**src/rtl/sw_debounce_pkg.sv**
```systemverilog
// Board-wide constants and shared types for the slide-switch debouncer.
// The default debounce length is derived from the 5 MHz clock-wizard output.
package sw_debounce_pkg;

  localparam int CLK_5MHZ_HZ = 5_000_000;
  localparam int DEBOUNCE_MS = 10;
  localparam int N_SW_BOARD  = 4;

  // Clock cycles spanning a debounce window of the given length in milliseconds.
  function automatic int db_cycles(input int clk_hz, input int ms);
    return (clk_hz / 1000) * ms;
  endfunction

  localparam int DB_CNT_DEFAULT = db_cycles(CLK_5MHZ_HZ, DEBOUNCE_MS);
  localparam int CNT_W_DEFAULT  = 16;

  typedef enum logic [1:0] {
    KIND_NONE = 2'd0,
    KIND_RISE = 2'd1,
    KIND_FALL = 2'd2
  } edge_kind_t;

endpackage

```
**src/rtl/sw_debounce_if.sv**
```systemverilog
// Switch bundle between the board pins and the debouncer's consumers.
// The master side drives raw levels; the slave side returns clean levels and strobes.
interface sw_debounce_if
  import sw_debounce_pkg::*;
#(
  parameter int N_SW = N_SW_BOARD
);

  logic [N_SW-1:0] sw;
  logic [N_SW-1:0] sw_db;
  logic [N_SW-1:0] sw_rise;
  logic [N_SW-1:0] sw_fall;
  logic            sw_chg;

  modport master (
    output sw,
    input  sw_db,
    input  sw_rise,
    input  sw_fall,
    input  sw_chg
  );

  modport slave (
    input  sw,
    output sw_db,
    output sw_rise,
    output sw_fall,
    output sw_chg
  );

endinterface

```
**src/rtl/sw_debounce_bit.sv**
```systemverilog
// One switch lane: 2-FF synchroniser, stability counter, accepted level and edge strobes.
// accept is a registers-only look-ahead so the top can register sw_chg alongside the strobes.
module sw_debounce_bit
  import sw_debounce_pkg::*;
#(
  parameter int DB_CNT = DB_CNT_DEFAULT,
  parameter int CNT_W  = CNT_W_DEFAULT
) (
  input  logic clk_in,
  input  logic rst,
  input  logic sw,
  output logic sw_db,
  output logic sw_rise,
  output logic sw_fall,
  output logic accept
);

  localparam logic [CNT_W-1:0] CNT_LAST = CNT_W'(DB_CNT - 1);

  logic             sync1_reg;
  logic             sync2_reg;
  logic [CNT_W-1:0] cnt_reg;
  logic [CNT_W-1:0] cnt_next;
  logic             db_reg;
  logic             db_next;
  logic             rise_reg;
  logic             fall_reg;
  edge_kind_t       kind_next;

  // Any sample matching the held level restarts the count, so only an
  // unbroken run of DB_CNT differing samples moves the output.
  always_comb begin
    cnt_next  = cnt_reg;
    db_next   = db_reg;
    kind_next = KIND_NONE;
    if (sync2_reg == db_reg) begin
      cnt_next = '0;
    end else if (cnt_reg != CNT_LAST) begin
      cnt_next = cnt_reg + CNT_W'(1);
    end else begin
      cnt_next  = '0;
      db_next   = sync2_reg;
      kind_next = sync2_reg ? KIND_RISE : KIND_FALL;
    end
  end

  always_ff @(posedge clk_in) begin
    if (rst) begin
      sync1_reg <= 1'b0;
      sync2_reg <= 1'b0;
      cnt_reg   <= '0;
      db_reg    <= 1'b0;
      rise_reg  <= 1'b0;
      fall_reg  <= 1'b0;
    end else begin
      sync1_reg <= sw;
      sync2_reg <= sync1_reg;
      cnt_reg   <= cnt_next;
      db_reg    <= db_next;
      rise_reg  <= (kind_next == KIND_RISE);
      fall_reg  <= (kind_next == KIND_FALL);
    end
  end

  assign sw_db   = db_reg;
  assign sw_rise = rise_reg;
  assign sw_fall = fall_reg;
  assign accept  = (kind_next != KIND_NONE);

endmodule

```
**src/rtl/sw_debounce.sv**
```systemverilog
// Debounces the board slide switches: one independent lane per switch plus a
// shared change strobe so downstream logic restarts once per real switch move.
module sw_debounce
  import sw_debounce_pkg::*;
#(
  parameter int N_SW   = N_SW_BOARD,
  parameter int DB_CNT = DB_CNT_DEFAULT,
  parameter int CNT_W  = CNT_W_DEFAULT
) (
  input logic          clk_in,
  input logic          rst,
  sw_debounce_if.slave sw_bus
);

  logic [N_SW-1:0] db_w;
  logic [N_SW-1:0] rise_w;
  logic [N_SW-1:0] fall_w;
  logic [N_SW-1:0] accept_w;
  logic            chg_reg;

  generate
    for (genvar gi = 0; gi < N_SW; gi++) begin : g_lane
      sw_debounce_bit #(
        .DB_CNT (DB_CNT),
        .CNT_W  (CNT_W)
      ) u_bit (
        .clk_in  (clk_in),
        .rst     (rst),
        .sw      (sw_bus.sw[gi]),
        .sw_db   (db_w[gi]),
        .sw_rise (rise_w[gi]),
        .sw_fall (fall_w[gi]),
        .accept  (accept_w[gi])
      );
    end
  endgenerate

  // Registered from the lanes' look-ahead so it lines up with their strobes.
  always_ff @(posedge clk_in) begin
    if (rst) begin
      chg_reg <= 1'b0;
    end else begin
      chg_reg <= |accept_w;
    end
  end

  assign sw_bus.sw_db   = db_w;
  assign sw_bus.sw_rise = rise_w;
  assign sw_bus.sw_fall = fall_w;
  assign sw_bus.sw_chg  = chg_reg;

endmodule
```
**src/flat_wrapper.sv**
```systemverilog
// flat-port wrapper written by rule: the top's interface ports become plain ports
module sw_debounce_flat import sw_debounce_pkg::*;
#(
  parameter int N_SW   = N_SW_BOARD,
  parameter int DB_CNT = DB_CNT_DEFAULT,
  parameter int CNT_W  = CNT_W_DEFAULT
)
  (clk_in, rst, sw_bus_sw, sw_bus_sw_db, sw_bus_sw_rise, sw_bus_sw_fall, sw_bus_sw_chg);
  sw_debounce_if #(.N_SW(N_SW)) sw_bus_i ();
  input logic clk_in;
  input logic rst;
  input wire logic [$bits(sw_bus_i.sw)-1:0] sw_bus_sw;
  output wire logic [$bits(sw_bus_i.sw_db)-1:0] sw_bus_sw_db;
  output wire logic [$bits(sw_bus_i.sw_rise)-1:0] sw_bus_sw_rise;
  output wire logic [$bits(sw_bus_i.sw_fall)-1:0] sw_bus_sw_fall;
  output wire logic [$bits(sw_bus_i.sw_chg)-1:0] sw_bus_sw_chg;
  assign sw_bus_i.sw = sw_bus_sw;
  assign sw_bus_sw_db = sw_bus_i.sw_db;
  assign sw_bus_sw_rise = sw_bus_i.sw_rise;
  assign sw_bus_sw_fall = sw_bus_i.sw_fall;
  assign sw_bus_sw_chg = sw_bus_i.sw_chg;
  sw_debounce #(.N_SW(N_SW), .DB_CNT(DB_CNT), .CNT_W(CNT_W)) u_core (.clk_in(clk_in), .rst(rst), .sw_bus(sw_bus_i));
endmodule
```
**config.mk**
```make
export PLATFORM = sky130hd
export DESIGN_NAME = sw_debounce_flat
export DESIGN_NICKNAME = d
export VERILOG_FILES = /design/src/rtl/sw_debounce_pkg.sv /design/src/rtl/sw_debounce_if.sv /design/src/rtl/sw_debounce_bit.sv /design/src/rtl/sw_debounce.sv /design/src/flat_wrapper.sv
export SDC_FILE = /design/constraint.sdc
export NUM_CORES = 1
export LEC_CHECK = 0
export CORE_MARGIN = 4
export CORE_UTILIZATION = 63
export CTS_CLUSTER_DIAMETER = 120
export DETAILED_ROUTE_END_ITERATION = 10
export DONT_BUFFER_PORTS = 1
export PLACE_DENSITY = 0.79
export SLEW_MARGIN = 20
export SYNTH_ARGS = -nofsm -noshare
export SYNTH_HDL_FRONTEND = slang
export SYNTH_SLANG_ARGS = --single-unit
```
**constraint.sdc**
```tcl
create_clock -name clk_in -period 4.8 [get_ports clk_in]
set_input_delay 1.2 -clock clk_in [delete_from_list [all_inputs] [get_ports clk_in]]
set_output_delay 1.2 -clock clk_in [all_outputs]
set_load 0.01 [all_outputs]
```
# Word level (Yosys, flattened, before mapping)

Cells that the tools add are included.

Output and inout bits: 13
Logic and storage cells: 78
Input port bits: 6
Flip-flop bits (word level): 85

Equal/unequal tests: 16
$add $sub $neg: 4
Mux-type cells: 12
Reductions and logical operators: 13
Bitwise logic cells: 8

Operator list:

| cell                  | number |
|---|---|
| $add 16x1->16 const B | 4 |
| $ne 16x16->1 const B  | 4 |
| $mux 2                | 12 |
| $reduce_or 3->1       | 4 |
| $eq 2x1->1 const B    | 4 |
| $eq 2x2->1 const B    | 4 |
| $not 1->1             | 8 |
| $reduce_and 2->1      | 4 |
| $reduce_bool 2->1     | 4 |
| $eq 1x1->1            | 4 |
| $reduce_or 4->1       | 1 |

# Logic depth before layout (Yosys ltp)

Word-level depth: 5
Mapped depth: 7
Gate-level depth less buffers: 5

# Hierarchy

Synthesis repeated with hierarchy kept, for this count alone.

Cells, all modules: 383
Area, all modules: 3638.5 um2

By module, submodules not included:

| module          | cells an instance | area an instance (um2) | instances | seq. area each (um2) |
|---|---|---|---|---|
| sw_debounce_bit | 95                | 902.1                  | 4         | 420.4 |
| sw_debounce     | 3                 | 30.0                   | 1         | 20.0 |

# Worst setup path before layout

OpenSTA, ideal clock, no wires.

Kind: input-to-reg
Start: input port rst
End: register u_core.g_lane[2].u_bit.cnt_reg[12]
Cell stages on the path: 5
Buffers on the path: 2
Setup slack: 2712 ps
Data arrival time: 1961 ps
Data required time: 4672 ps
Setup time: 128 ps
Path through: clkbuf_1 nor2_1 nand2_1 clkbuf_1 nor2_1

Word-level cells in the longest chain between the ends: 1

Ends and longest elaborated chain:

| element                          | line                  | RTL |
|---|---|---|
| start, declared                  | flat_wrapper.sv:11    | `input logic rst;` |
| $reduce_or 3->1 (no source line) | n/a                   |  |
| end signal, assigned             | sw_debounce_bit.sv:58 | `cnt_reg <= cnt_next;` |
| end, declared                    | sw_debounce_bit.sv:22 | `logic [CNT_W-1:0] cnt_reg;` |

No other way between the ends.
A chain may end at the register's enable or synchronous reset.

# Worst setup path after layout

Start: register u_core.g_lane[3].u_bit.cnt_reg[4]
End: register u_core.g_lane[3].u_bit.cnt_reg[15]

Word-level cells in the longest chain between the ends: 3
Elaborated cells between the ends (all ways): 4
Classes of those cells: add/sub (1); eq/ne (1); bitwise (1); reduce/logical (1)

Ends and longest elaborated chain:

| element                                               | line |
|---|---|
| start, declared                                       | sw_debounce_bit.sv:22 |
| start signal, assigned                                | sw_debounce_bit.sv:58 |
| branches (longest 3 deep; another with $add 16x1->16) | n/a |

Parallel ways; which one is timed is not known.

==> load_flow_metrics.sql <==
INSERT INTO impl_metrics (metric_group, metric, value, unit) VALUES
('placed_design', 'place_ws', '2.337', 'ns'),
('clock_tree', 'cts-hold-fix-buffers', '0', ''),
('timing', 'fin_ws', '2.550', 'ns'),
('clock_tree', 'cts.htree.levels', '3', ''),
('die', 'die_height', '83.95', 'um'),
('logic_synthesis', 'synth.net_count', '409', ''),
('timing', 'slew_headroom', '0.5932', ''),
('logic_synthesis', 'synth.yosys.warnings', '0', ''),
('layout', 'layout.nets', '393', ''),
('clock_tree', 'cts-buffers-inserted', '9', ''),
('logic_synthesis', 'postSynthCellCount', '399', ''),
('die', 'io_pins', '19', ''),
('clock_tree', 'post_cts.resized_instances', '0', ''),
('power_and_ir_drop', 'p_int', '0.9635', 'mW'),
('layout', 'utilization', '0.6782', ''),
('critical_path', 'worst_path_most_repeated_cell', 'sky130_fd_sc_hd__or4_4', ''),
('logic_synthesis', 'synth.ff_latch_count', '85', ''),
('layout', 'layout.cells.non_filler', '459', ''),
('placed_design', 'portBuffers', '0', ''),
('critical_path', 'reg2reg_depth', '4', ''),
('detailed_routing', 'drtIter0Drc', '81', ''),
('grt', 'global_route.usage.total', '0.1985', ''),
('die', 'core_area', '5540', 'um2'),
('timing', 'worst_hold_slack_across_all_endpoints', '0.4332', 'ns'),
('power_and_ir_drop', 'peakVddDrop', '0.2371', 'mV'),
('timing', 'finalHoldViolCount', '0', ''),
('logic_synthesis', 'synth_edf_count', '0', ''),
('status', 'status', 'finished clean', ''),
('clock_tree', 'buffers_from_clock_root_to_sink_at_most', '2', ''),
('clock_tree', 'cts_sink_cnt', '85', ''),
('logic_synthesis', 'synth.lib_cells_used.distinct', '45', ''),
('critical_path', 'setup.worst_path.start', 'u_core.g_lane[3].u_bit.cnt_reg[4]', ''),
('power_and_ir_drop', 'clock_power_share', '0.406', ''),
('timing', 'period_share', '0.4688', ''),
('layout', 'antennaDiodeCount', '0', ''),
('critical_path', 'timing.rr.end', 'u_core.g_lane[3].u_bit.cnt_reg[15]', ''),
('critical_path', 'path_class', 'reg2reg', ''),
('detailed_routing', 'drt-vias-per-instance', '5.623', ''),
('critical_path', 'cp_slowest_stage_delay', '0.54', 'ns'),
('power_and_ir_drop', 'power_density', '322.9', 'nW/um2'),
('die', 'floorplan.die_area', '7047', 'um2'),
('placed_design', 'post-dp-hpwl', '4.207', 'mm'),
('placed_design', 'finalWeightedCongestion', '0.8101', ''),
('grt', 'grt_start_max_net_pins', '27', ''),
('logic_synthesis', 'synth_ff_type', 'sky130_fd_sc_hd__dfxtp_1', ''),
('grt', 'use_met2', '0.3124', ''),
('critical_path', 'worst_r2r_startpoint', 'u_core.g_lane[3].u_bit.cnt_reg[4]', ''),
('critical_path', 'setup.worst_path.end_class', 'register', ''),
('die', 'start_util', '0.6558', ''),
('grt', 'globalRoute.busiestLayer', 'met2', ''),
('detailed_routing', 'detailroute.via_count', '2581', ''),
('grt', 'grt_pass1_wl', '11.30', 'mm'),
('timing', 'maxSlewViolCount', '0', ''),
('timing', 'setup_viol', '0', ''),
('critical_path', 'critPathLaunchType', 'register', ''),
('detailed_routing', 'drt-total-wl', '6.394', 'mm'),
('clock_tree', 'cts_tree', 'done', ''),
('clock_tree', 'insertion_delay', '0.35', 'ns'),
('timing', 'rsz0062_at_grt', 'false', ''),
('grt', 'met3_usage', '0.06515', ''),
('detailed_routing', 'route.detailed.drc', '0', ''),
('timing', 'max_slew.worst_pin.slew', '0.6101', 'ns'),
('logic_synthesis', 'post_synth.cell_area_avg', '9.106', 'um2'),
('die', 'die_width', '83.95', 'um'),
('critical_path', 'critical_path.endpoint', 'u_core.g_lane[3].u_bit.cnt_reg[15]', ''),
('clock_tree', 'clk_pin_slew', '0.08', 'ns'),
('logic_synthesis', 'synthArstFlopShare', '0', ''),
('timing', 'finalCriticalPeriod', '2.250', 'ns'),
('job', 'max-cap-violations', '0', ''),
('grt', 'globalRoute.totalOverflow', '0', ''),
('timing', 'setup-tns-final', '0', 'ns');
metal layers:
layer  part of all wire  vias up
met5                  0        -
met1               0.45     1196
met4              0.015        0
li1                   -     1323
met3              0.054        9
met2               0.48       53
final cells by class:
cell class	count	area, um2	area share
Clock buffer	11	141.4	0.03763
Sequential cell	85	1702	0.4529
Tap cell	72	90.09	0.02398
Inverter	5	18.77	0.004995
Clock inverter	4	48.80	0.01299
Multi-Input combinational cell	282	1757	0.4675
per-stage QoR:
step / cell area (um2) / total power, mW
floorplan: 3633 / 0.7388
global placement: 3563 / 0.7374
detailed placement: 3563 / 0.7378
CTS: 3754 / 1.226
global route: 3757 / 1.258
finish: 3757 / 1.213
logic make-up after synthesis:
kind of cell | count (synthesis) | share of synthesized area
and+or+nand+nor | 202 | 0.2989
muxes | 2 | 0.005510
AOI/OAI and AO/OA | 22 | 0.03891
DFF | 85 | 0.4683
adders and majority gates | 4 | 0.01377
xor gates and xnor gates | 52 | 0.1253
buffers and inverters | 32 | 0.04924
power by group through the flow:
stage          clock, mW  sequential [mW]  combinational [mW]
2_1_floorplan          0            0.727              0.0118
3_3_place_gp           0            0.728             0.00985
3_5_place_dp           0            0.728              0.0101
4_1_cts            0.504            0.711              0.0102
5_1_grt            0.534            0.712              0.0117
6_report           0.492            0.711              0.0100
cell usage in the layout, fill, tap and decap left out, types with 9 or more instances in the layout:
cell type,instances
sky130_fd_sc_hd__nor3_1,14
sky130_fd_sc_hd__a21oi_1,9
sky130_fd_sc_hd__xor2_1,25
sky130_fd_sc_hd__nand3_1,26
sky130_fd_sc_hd__and3_1,11
sky130_fd_sc_hd__nor2_1,65
sky130_fd_sc_hd__nand4_1,15
sky130_fd_sc_hd__clkbuf_8,10
sky130_fd_sc_hd__nand2_1,16
sky130_fd_sc_hd__dfxtp_1,85
sky130_fd_sc_hd__xnor2_1,27
cells in the mapped netlist, types with 3 or more instances:
master,n,area [um2]
sky130_fd_sc_hd__and3_1,11,68.82
sky130_fd_sc_hd__or2_2,3,18.77
sky130_fd_sc_hd__nand2b_1,5,31.28
sky130_fd_sc_hd__nand4_1,15,93.84
sky130_fd_sc_hd__nor2_1,65,244.0
sky130_fd_sc_hd__xnor2_1,27,236.5
sky130_fd_sc_hd__nor3_1,14,70.07
sky130_fd_sc_hd__nor4_1,6,37.54
sky130_fd_sc_hd__or4_1,3,22.52
sky130_fd_sc_hd__nand2_1,16,60.06
sky130_fd_sc_hd__dfxtp_1,85,1702
sky130_fd_sc_hd__xor2_1,25,219.0
sky130_fd_sc_hd__or3_1,3,18.77
sky130_fd_sc_hd__nand3_1,26,130.1
sky130_fd_sc_hd__nor2b_1,8,50.05
sky130_fd_sc_hd__nor4b_1,6,52.55
sky130_fd_sc_hd__inv_1,5,18.77
sky130_fd_sc_hd__clkbuf_1,11,41.29
sky130_fd_sc_hd__and4_1,6,52.55
sky130_fd_sc_hd__a21oi_1,9,45.04
sky130_fd_sc_hd__buf_4,13,97.59
sky130_fd_sc_hd__o21ai_0,5,25.02
sky130_fd_sc_hd__ha_1,4,50.05
sky130_fd_sc_hd__and2_1,3,18.77
how the worst min path moves through the flow:
stage                                      start                                 to  slack (ns)  depth (start not counted)
2_1_floorplan  u_core.g_lane[3].u_bit.cnt_reg[0]  u_core.g_lane[3].u_bit.cnt_reg[0]        0.41                          1
3_3_place_gp    u_core.g_lane[2].u_bit.sync1_reg   u_core.g_lane[2].u_bit.sync2_reg        0.42                          1
3_5_place_dp    u_core.g_lane[0].u_bit.sync1_reg   u_core.g_lane[0].u_bit.sync2_reg        0.42                          1
4_1_cts         u_core.g_lane[0].u_bit.sync1_reg   u_core.g_lane[0].u_bit.sync2_reg        0.44                          1
5_1_grt         u_core.g_lane[0].u_bit.sync1_reg   u_core.g_lane[0].u_bit.sync2_reg        0.45                          1
6_report        u_core.g_lane[0].u_bit.sync1_reg   u_core.g_lane[0].u_bit.sync2_reg        0.43                          1
Note: power is estimated with default switching activity, not from simulation.
